==> src/rtl/mc_ctrl_fsm.sv <==
// Multicycle MIPS main controller: sequences fetch/decode/execute over the shared
// datapath, with a req/ready memory handshake guarded by a watchdog.
module mc_ctrl_fsm #(
   parameter int unsigned WAIT_W   = 8,
   parameter int unsigned MAX_WAIT = 200
) (
   input  logic       clk,
   input  logic       rst_n,
   input  logic [5:0] opcode,
   input  logic       mem_ready,
   output logic       pc_write,
   output logic       pc_write_cond,
   output logic       i_or_d,
   output logic       mem_read,
   output logic       mem_write,
   output logic       ir_write,
   output logic       mem_to_reg,
   output logic       reg_dst,
   output logic       reg_write,
   output logic       alu_src_a,
   output logic [1:0] alu_src_b,
   output logic [1:0] alu_op,
   output logic [1:0] pc_source,
   output logic       illegal_op,
   output logic       bus_err,
   output logic       retire,
   output logic [3:0] state
);

   localparam logic [5:0] OP_RTYPE = 6'b000000;
   localparam logic [5:0] OP_LW    = 6'b100011;
   localparam logic [5:0] OP_SW    = 6'b101011;
   localparam logic [5:0] OP_BEQ   = 6'b000100;
   localparam logic [5:0] OP_J     = 6'b000010;
   localparam logic [5:0] OP_ADDI  = 6'b001000;

   typedef enum logic [3:0] {
      IDLE   = 4'd0,
      FETCH  = 4'd1,
      DECODE = 4'd2,
      MEMADR = 4'd3,
      MEMRD  = 4'd4,
      MEMWB  = 4'd5,
      MEMWR  = 4'd6,
      REX    = 4'd7,
      RWB    = 4'd8,
      BEQ    = 4'd9,
      JMP    = 4'd10,
      ADDIEX = 4'd11,
      ADDIWB = 4'd12
   } stateT;

   stateT             stateQ;
   stateT             stateD;
   logic [WAIT_W-1:0] waitCnt;
   logic [5:0]        opReg;
   logic              atMax;
   logic              waitState;
   logic              timeout;

   assign atMax = (waitCnt == WAIT_W'(MAX_WAIT));
   assign state = 4'(stateQ);

   // State register
   always_ff @(posedge clk or negedge rst_n) begin
      if (!rst_n) stateQ <= IDLE;
      else        stateQ <= stateD;
   end

   // Watchdog: restarts on any state change or timeout, saturates while waiting
   always_ff @(posedge clk or negedge rst_n) begin
      if (!rst_n) begin
         waitCnt <= '0;
      end else if ((stateD != stateQ) || timeout) begin
         waitCnt <= '0;
      end else if (waitState && !mem_ready && (waitCnt != {WAIT_W{1'b1}})) begin
         waitCnt <= waitCnt + WAIT_W'(1);
      end
   end

   // Opcode held for the MEMADR lw/sw split
   always_ff @(posedge clk or negedge rst_n) begin
      if (!rst_n)                opReg <= '0;
      else if (stateQ == DECODE) opReg <= opcode;
   end

   // Next state and datapath controls
   always_comb begin
      stateD        = stateQ;
      waitState     = 1'b0;
      timeout       = 1'b0;
      pc_write      = 1'b0;
      pc_write_cond = 1'b0;
      i_or_d        = 1'b0;
      mem_read      = 1'b0;
      mem_write     = 1'b0;
      ir_write      = 1'b0;
      mem_to_reg    = 1'b0;
      reg_dst       = 1'b0;
      reg_write     = 1'b0;
      alu_src_a     = 1'b0;
      alu_src_b     = 2'b00;
      alu_op        = 2'b00;
      pc_source     = 2'b00;
      illegal_op    = 1'b0;
      bus_err       = 1'b0;
      retire        = 1'b0;
      unique case (stateQ)
         IDLE: stateD = FETCH;
         FETCH: begin
            waitState = 1'b1;
            mem_read  = 1'b1;
            alu_src_b = 2'b01;
            if (mem_ready) begin
               ir_write = 1'b1;
               pc_write = 1'b1;
               stateD   = DECODE;
            end else if (atMax) begin
               bus_err = 1'b1;
               timeout = 1'b1;
               stateD  = FETCH;
            end
         end
         DECODE: begin
            alu_src_b = 2'b11;
            case (opcode)
               OP_RTYPE:     stateD = REX;
               OP_LW, OP_SW: stateD = MEMADR;
               OP_BEQ:       stateD = BEQ;
               OP_J:         stateD = JMP;
               OP_ADDI:      stateD = ADDIEX;
               default: begin
                  illegal_op = 1'b1;
                  stateD     = FETCH;
               end
            endcase
         end
         MEMADR: begin
            alu_src_a = 1'b1;
            alu_src_b = 2'b10;
            stateD    = (opReg == OP_LW) ? MEMRD : MEMWR;
         end
         MEMRD: begin
            waitState = 1'b1;
            i_or_d    = 1'b1;
            mem_read  = 1'b1;
            if (mem_ready) begin
               stateD = MEMWB;
            end else if (atMax) begin
               bus_err = 1'b1;
               timeout = 1'b1;
               stateD  = FETCH;
            end
         end
         MEMWB: begin
            mem_to_reg = 1'b1;
            reg_write  = 1'b1;
            retire     = 1'b1;
            stateD     = FETCH;
         end
         MEMWR: begin
            waitState = 1'b1;
            i_or_d    = 1'b1;
            mem_write = 1'b1;
            if (mem_ready) begin
               retire = 1'b1;
               stateD = FETCH;
            end else if (atMax) begin
               bus_err = 1'b1;
               timeout = 1'b1;
               stateD  = FETCH;
            end
         end
         REX: begin
            alu_src_a = 1'b1;
            alu_op    = 2'b10;
            stateD    = RWB;
         end
         RWB: begin
            reg_dst   = 1'b1;
            reg_write = 1'b1;
            retire    = 1'b1;
            stateD    = FETCH;
         end
         BEQ: begin
            alu_src_a     = 1'b1;
            alu_op        = 2'b01;
            pc_source     = 2'b01;
            pc_write_cond = 1'b1;
            retire        = 1'b1;
            stateD        = FETCH;
         end
         JMP: begin
            pc_source = 2'b10;
            pc_write  = 1'b1;
            retire    = 1'b1;
            stateD    = FETCH;
         end
         ADDIEX: begin
            alu_src_a = 1'b1;
            alu_src_b = 2'b10;
            stateD    = ADDIWB;
         end
         ADDIWB: begin
            reg_write = 1'b1;
            retire    = 1'b1;
            stateD    = FETCH;
         end
         default: stateD = FETCH;
      endcase
   end

endmodule

==> config.mk <==
export PLATFORM = sky130hd
export DESIGN_NAME = mc_ctrl_fsm
export DESIGN_NICKNAME = d
export VERILOG_FILES = /design/src/rtl/mc_ctrl_fsm.sv
export SDC_FILE = /design/constraint.sdc
export NUM_CORES = 1
export LEC_CHECK = 0
export CAP_MARGIN = 20
export CORE_MARGIN = 10
export CORE_UTILIZATION = 44
export DETAILED_ROUTE_END_ITERATION = 16
export DONT_BUFFER_PORTS = 1
export REMOVE_ABC_BUFFERS = 1
export SLEW_MARGIN = 10
export SYNTH_ARGS = -nofsm -noshare
export SYNTH_HDL_FRONTEND = slang
export SYNTH_SLANG_ARGS = --single-unit
export TNS_END_PERCENT = 5
==> constraint.sdc <==
create_clock -name clk -period 3.9 [get_ports clk]
set_input_delay 1.17 -clock clk [delete_from_list [all_inputs] [get_ports clk]]
set_output_delay 1.17 -clock clk [all_outputs]
set_load 0.01 [all_outputs]
==> impl_metrics.toml, run 1 <==
[status]
status = "complete, no violations"

[routing]
antenna_left = 0
drt_first_iter_violations = 62
wire_per_inst_um = 17.6
drtPass1Iterations = 4
num_vias = 1155
drc_errors = 0
viasPerCell = 6.31
wl_um = 3230

[clocking]
tritoncts = "built"
cts_root_buf = "clkbuf_4"
clk_path_buf_depth = 2
ctsResizeCount = 0
post_cts_buffers = 0
ctsHoldBuffers = 0
path_clk_slew_ns = 0.11
cts.sinks = 18
clk_latency_ns = 0.30
cts_buffers = 3
cts.htree.levels = 1

[power_and_ir_drop]
p_sw_share_pct = 47.2
p_leak_nw = 0.523
power_frac_comb_pct = 45.0
p_per_area_mw_per_mm2 = 634
max-vdd-ir-drop_uv = 323
net-switching-power_w = 0.000416
internal_power_w = 0.000465
power_frac_clock_pct = 13.6
power_frac_seq_pct = 41.4

[worst_setup_path]
endpoint_kind = "output pin"
critPathMaxFanout = 23
required_ns = 2.73
critPathKind = "reg -> out"
cp.arrival_ns = 2.18
critical_path.max_stage_delay_ns = 0.92
r2r_cells = 5
cp-start-kind = "flop"
crit_slowest_cell = "dfrtp_1"
path_cells = "nand2b_1, or4_1, o21ai_0"

[final_layout]
syn_to_final_growth_pct = 2.97
antenna_cells = 0
finalNetCount = 162
fin_cells = 183
post_route_cells_drive_above_1_share_pct = 12.7

[yosys]
synth_top_cells_by_area = "dfrtp_1 33%, nor2_1 6.4%, mux2_2 5.0%, xnor2_1 3.9%, o211ai_1 3.3%"
synth_cells = 153
ys_types = 51
yosys.area.top_type = "dfrtp_1"
netlist_area_mm2 = 0.00135
yosysMostFrequentCell = "nor2_1"
yosys_warnings = 0
avgSynthCellArea_um2 = 8.82
ys.flop_type = "dfrtp_1"
synth_common_cells = "23 x nor2_1, 18 x dfrtp_1, 10 x nand2_1"
synth_top_cell_area_share_pct = 33.4
synthArstFlopShare_pct = 100
synth_edf_count = 0
synth-seq-area-share_pct = 33.4
ys_seq_elements = 18

[floorplan]
die_w_um = 75.4
die_area_mm2 = 0.00568
fp-row-count = 20
core-area_mm2 = 0.00300
ios = 32
die_h_um = 75.4
start_util_pct = 44.9

[global_routing]
antenna_found_initial = 0
grt-ovfl-total = 0
grt_pass1_vias = 1066
grt_start_max_net_pins = 24
track_usage_pct = 11.2
grt_first_pass_wirelength_um = 5090

[min_path]
hold_depth = 1
hold_class = "reg -> reg"

[timing]
tightest_slew_ns = 0.853
finClkSkew_ns = 0.00385
layout_setup_ws_ns = 0.553
relSlewSlack_pct = 43.1
fin_tns_setup_ns = 0
finalHoldViolCount = 0
fmax_ghz = 0.299
finalCritPeriodShare_pct = 85.8
slew_violations = 0
min_period_ns = 3.35
setup_viol = 0
rsz0062_at_grt = "no"

[placement]
pre_cts_slack_ns = 0.739
hpwl_um = 2420
gp_congestion = 0.861
numPlacedInstances = 179
port_buffers = 0

[flow_run]
cap_violations = 0
logic make-up (layout without fill, tap and decap cells):
kind of cell               count (synthesis)  after routing  synth area share [%]
and+or+nand+nor                           69             69                  28.1
DFF                                       18             18                  33.4
muxes                                      7              7                  5.75
xor gates and xnor gates                   7              7                  4.55
AOI/OAI and AO/OA                         35             35                  20.9
buffers and inverters                     14             11                  4.73
adders and majority gates                  3              3                  2.60
area by class of cell:
| class | instances | area, µm² |
|---|---|---|
| Fill cell | 300 | 1610 |
| Multi-Input combinational cell | 121 | 835 |
| Sequential cell | 18 | 450 |
| Tap cell | 33 | 41.3 |
| Clock buffer | 4 | 36.3 |
| Inverter | 7 | 26.3 |
final timing paths:
check	startpoint	slack [ns]	end
setup reg to reg	state[0]$_DFF_PN0_	1.58	waitCnt[6]$_DFFE_PN0P_
hold reg to reg	opReg[5]$_DFFE_PN0P_	0.52	opReg[5]$_DFFE_PN0P_
hold / removal	opReg[5]$_DFFE_PN0P_	0.52	opReg[5]$_DFFE_PN0P_
max in group asynchronous	rst_n	3.28	waitCnt[7]$_DFFE_PN0P_
setup / recovery	state[0]$_DFF_PN0_	0.55	pc_write
min in group asynchronous	rst_n	0.55	state[1]$_DFF_PN0_
layer usage:
metal  wire length (µm)  global-route usage [%]
met1               1450                    14.6
met2               1420                    17.5
met3                351                    3.52
met4                 15                    3.09
met5                  0                       0
power by group through the flow:
stage	clock network (W)	logic, W	registers (W)
detailed placement	0	0.000401	0.000368
global placement	0	0.000397	0.000363
floorplan	0	0.000337	0.000336
finish	0.000120	0.000397	0.000365
global route	0.000129	0.000439	0.000381
CTS	0.000122	0.000402	0.000364
worst max-delay path: cells and delay by family, from the launching register on:
family           cells  cell delay, ns
AND/OR/NAND/NOR      2            0.77
flip-flops           1            0.92
AO/OA/AOI/OAI        1            0.19
placed cells by master, fill, tap and decap left out, types with 4 or more instances in the layout:
cell	n
nand2_1	10
xnor2_1	6
o21ai_0	7
o211ai_1	6
inv_1	7
mux2_2	6
nor2_1	23
dfrtp_1	18
a21oi_1	4
nand3_1	7
nor3_1	5
state kept, by name, indices dropped and copies added, names as in the netlist:
register,cells
opReg,6
state,4
waitCnt,8
stage by stage:
step / total power [W] / hold slack (ns) / util [%] / cell area, µm²
floorplan: 0.000673 / 0.472 / - / 1310
global placement: 0.000760 / 0.484 / 45.0 / 1350
detailed placement: 0.000769 / 0.495 / 45.0 / 1350
CTS: 0.000887 / 0.521 / 46.3 / 1390
global route: 0.000950 / 0.529 / 46.3 / 1390
finish: 0.000881 / 0.519 / 46.3 / 1390
No activity file was read; power rests on OpenSTA's default activity.
==> run 2: changes to the inputs <==
- CAP_MARGIN: 20 -> default
- CORE_UTILIZATION: 44 -> 31
==> run 2 against run 1 <==
  * Power increased by 3.0%
  * Sequential power about the same
  * Maximum frequency rose by 1.5%
  * Critical endpoint unchanged
  * Non-clock buffer count unchanged
  * Critical path depth is the same
  * Sequential share of layout area fell by 0.91 points
  * Global-route usage down 2.5 points
  * Clock skew decreased by 0.0015 ns
  * Core utilization is 12 points lower
  * Routed wire length fell by 0.96%
  * Design area rose by 2.9%
==> impl_metrics.toml, run 2 (synthesis results as in run 1) <==
[timing]
rsz0062_at_grt = "no"
slew_violations = 0
fin_tns_setup_ns = 0
relSlewSlack_pct = 43.6
fmax_ghz = 0.303
tightest_slew_ns = 0.846
finClkSkew_ns = 0.00230
min_period_ns = 3.30
finalHoldViolCount = 0
finalCritPeriodShare_pct = 84.5
setup_viol = 0
layout_setup_ws_ns = 0.603

[power_and_ir_drop]
p_sw_share_pct = 45.1
p_leak_nw = 0.531
net-switching-power_w = 0.000409
power_frac_clock_pct = 16.6
power_frac_comb_pct = 43.4
max-vdd-ir-drop_uv = 186
internal_power_w = 0.000499
p_per_area_mw_per_mm2 = 635
power_frac_seq_pct = 40.0

[global_routing]
antenna_found_initial = 0
track_usage_pct = 8.74
grt_start_max_net_pins = 24
grt_first_pass_wirelength_um = 5390
grt-ovfl-total = 0
grt_pass1_vias = 1106

[worst_setup_path]
critPathKind = "reg -> out"
cp-start-kind = "flop"
endpoint_kind = "output pin"
cp.arrival_ns = 2.13
required_ns = 2.73
critPathMaxFanout = 23
rrSetupSlack_ns = 1.61

[floorplan]
die_h_um = 86.0
die_w_um = 86.0
start_util_pct = 32.8
ios = 32
fp-row-count = 23
die_area_mm2 = 0.00739
core-area_mm2 = 0.00412

[routing]
drc_errors = 0
wl_um = 3200
drtPass1Iterations = 4
antenna_left = 0
wire_per_inst_um = 16.0
viasPerCell = 5.70
num_vias = 1139
drt_first_iter_violations = 48

[final_layout]
n_fill_cell = 429
top_register = "waitCnt"
post_route_cells_drive_above_1_share_pct = 12.7
syn_to_final_growth_pct = 5.94
fin_cells = 200
largest_reg_flops = 8
fin_util_pct = 34.7
final_common_cell = "nor2_1"
finalNetCount = 162
antenna_cells = 0
final_cell_mix = "23 x nor2_1, 18 x dfrtp_1, 10 x nand2_1"
fin_area_mm2 = 0.00143

[clocking]
cts.htree.levels = 1
clk_path_buf_depth = 2
cts_buffers = 3
cts.sinks = 18
tritoncts = "built"
ctsHoldBuffers = 0
path_clk_slew_ns = 0.07
ctsResizeCount = 0
cts_root_buf = "clkbuf_8"
clk_latency_ns = 0.25
post_cts_buffers = 0

[placement]
dpl_cell_area_mm2 = 0.00137
numPlacedInstances = 196
port_buffers = 0
pre_cts_slack_ns = 0.686
hpwl_um = 2440
gp_congestion = 0.855

[status]
status = "complete, no violations"

[flow_run]
cap_violations = 0

[min_path]
hold_class = "reg -> reg"
[run 2: cell count changes in the layout (fill, tap and decap cells not counted)]
cell,delta
clkbuf_8,+3
clkbuf_4,-3
[run 2: path summary, 6_finish.rpt]
| path | start | to | cells past startpoint |
|---|---|---|---|
| min in group asynchronous | rst_n | state[2]$_DFF_PN0_ | 0 |
| worst min-delay path | opReg[5]$_DFFE_PN0P_ | opReg[5]$_DFFE_PN0P_ | 1 |
| worst max-delay path | state[0]$_DFF_PN0_ | pc_write | 3 |
| worst min register to register | opReg[5]$_DFFE_PN0P_ | opReg[5]$_DFFE_PN0P_ | 1 |
| max in group asynchronous | rst_n | waitCnt[6]$_DFFE_PN0P_ | 0 |
| worst max register to register | state[0]$_DFF_PN0_ | waitCnt[6]$_DFFE_PN0P_ | 5 |
[run 2: per-layer routing]
metal,track usage (%),wire [µm]
met2,13.3,1410
met1,10.3,1390
met3,4.16,359
met5,0,0
met4,3.44,39
[run 2: power by group through the flow]
stage	Sequential, W	Combinational, W	Clock, W
6_report	0.000363	0.000394	0.000151
5_1_grt	0.000382	0.000448	0.000165
4_1_cts	0.000362	0.000401	0.000156
3_5_place_dp	0.000366	0.000400	0
3_3_place_gp	0.000361	0.000397	0
2_1_floorplan	0.000336	0.000337	0
[run 2: through the flow]
step           power [W]  hold slack, ns
4_1_cts         0.000919           0.508
3_3_place_gp    0.000757           0.487
5_1_grt         0.000994           0.519
3_5_place_dp    0.000766           0.488
6_report        0.000907           0.500
2_1_floorplan   0.000673           0.472
[run 2: cell type report]
cell class	instances	area, µm²	area share (%)
Clock buffer	4	55.1	3.85
Multi-Input combinational cell	121	835	58.4
Sequential cell	18	450	31.5
Inverter	7	26.3	1.84
Tap cell	50	62.6	4.38
[run 2: critical path, cell delays in order, from the launching register on]
cell and delay, ns:
dfrtp_1 0.90, nand2b_1 0.27, or4_1 0.51, o21ai_0 0.20
==> run 3: changes to the inputs <==
- clock period: 3.9 -> 2.9 ns (I/O delays scaled with it)
==> run 3 against run 2 <==
  * Register-to-register slack got worse by 1.0 ns
  * Core utilization is 0.91 points higher
  * Clock-buffer cell count did not move
  * Non-clock buffer count increased by 5
  * Clock skew is 0.0013 ns lower
  * Largest cell class unchanged
  * Design area increased by 2.6%
  * Sequential share of layout area is 0.81 points lower
==> impl_metrics.toml, run 3 (synthesis results as in run 1) <==
[status]
status = "complete, no violations"

[worst_setup_path]
r2r-start = "state[0]$_DFF_PN0_"
critPathKind = "reg -> out"
endpoint_kind = "output pin"
crit_start = "state[0]$_DFF_PN0_"
rrSetupSlack_ns = 0.57
r2r_cells = 7
required_ns = 2.03
cp.arrival_ns = 1.87
r2r-end = "waitCnt[6]$_DFFE_PN0P_"
critPathMaxFanout = 13
cp-start-kind = "flop"
crit_end = "pc_write"

[clocking]
cts.htree.levels = 1
path_clk_slew_ns = 0.07
post_cts_buffers = 0
cts.sinks = 18
ctsResizeCount = 0
tritoncts = "built"
clk_latency_ns = 0.25
clk_path_buf_depth = 2
cts_buffers = 3
ctsHoldBuffers = 0
cts_root_buf = "clkbuf_8"

[routing]
antenna_left = 0
wire_per_inst_um = 16.4
drt_first_iter_violations = 48
wl_met1_um = 1450
viasPerCell = 5.68
routed-wl-met2_um = 1500
wl_um = 3360
num_vias = 1165
wl_met3_um = 370
drc_errors = 0
highest_layer = "met4"
drtPass1Iterations = 4

[final_layout]
n_fill_cell = 424
antenna_cells = 0
finalNetCount = 167
largest_reg_flops = 8
post_route_cells_drive_above_1_share_pct = 15.5
syn_to_final_growth_pct = 8.72
final_cell_mix = "23 x nor2_1, 18 x dfrtp_1, 10 x nand2_1"
fin_util_pct = 35.6
multi_input_area_um2 = 835
seq_area_um2 = 450
top_register = "waitCnt"
final_common_cell = "nor2_1"

[min_path]
hold_class = "in -> async"

[timing]
min_period_ns = 2.74
relSlewSlack_pct = 65.4
slew_violations = 0
tightest_slew_ns = 0.519
finClkSkew_ns = 0.000990
finalCritPeriodShare_pct = 94.6
rsz0062_at_grt = "no"
fmax_ghz = 0.365
setup_viol = 0
fin_tns_setup_ns = 0
finalHoldViolCount = 0

[power_and_ir_drop]
p_per_area_mw_per_mm2 = 867
max-vdd-ir-drop_uv = 306
p_sw_share_pct = 44.7
power_frac_clock_pct = 16.2
power_frac_comb_pct = 51.1
internal_power_w = 0.000703
power_frac_seq_pct = 32.7
net-switching-power_w = 0.000568
p_leak_nw = 0.556

[global_routing]
antenna_found_initial = 0
grt-ovfl-total = 0
grt_start_max_net_pins = 19
grt_first_pass_wirelength_um = 5460
track_usage_pct = 8.91
grt_pass1_vias = 1098

[floorplan]
ios = 32
die_w_um = 86.0
die_area_mm2 = 0.00739
fp-row-count = 23
core-area_mm2 = 0.00412
start_util_pct = 32.8
die_h_um = 86.0

[placement]
gp_congestion = 0.841
hpwl_um = 2570
port_buffers = 0

[flow_run]
cap_violations = 0
[run 3: per-layer routing]
metal,global-route usage [%],vias to the layer above
li1,-,569
met1,10.8,554
met2,13.1,37
met3,4.16,5
met4,3.74,0
met5,0,-
[run 3: worst min-delay path by stage]
stage | slack, ns | cells past startpoint | to
after floorplan | 0.47 | 1 | opReg[5]$_DFFE_PN0P_
after global placement | 0.49 | 1 | opReg[5]$_DFFE_PN0P_
after detailed placement | 0.50 | 1 | opReg[5]$_DFFE_PN0P_
after CTS | 0.30 | 0 | state[1]$_DFF_PN0_
after global routing | 0.28 | 0 | state[1]$_DFF_PN0_
final | 0.30 | 0 | state[1]$_DFF_PN0_
[run 3: final cells by class]
class | count | area share, %
tap | 50 | 4.27
inverter | 7 | 1.79
sequential | 18 | 30.7
timing repair buffer | 5 | 2.56
multi-input combinational | 121 | 56.9
clock buffer | 4 | 3.75
[run 3: critical path, stage by stage, from the launching register on]
cell      delay, ns
dfrtp_1        0.67
nand2b_1       0.24
or4_1          0.51
o21ai_0        0.20
[run 3: power by group through the flow]
stage	Sequential, W	Clock [W]	Combinational [W]
floorplan	0.000451	0	0.000454
global placement	0.000416	0	0.000646
detailed placement	0.000421	0	0.000655
CTS	0.000415	0.000211	0.000659
global route	0.000431	0.000225	0.000718
finish	0.000415	0.000206	0.000650
[run 3: metrics by stage]
stage               setup slack (ns)  power, W  area, µm²  cells  hold WS, ns
floorplan                      0.406  0.000905       1310    146        0.472
global placement               0.353   0.00106       1410    201        0.488
detailed placement             0.266   0.00108       1410    201        0.499
CTS                            0.168   0.00129       1470    205        0.298
global route                  0.0598   0.00137       1470    205        0.283
finish                         0.158   0.00127       1470    205        0.302
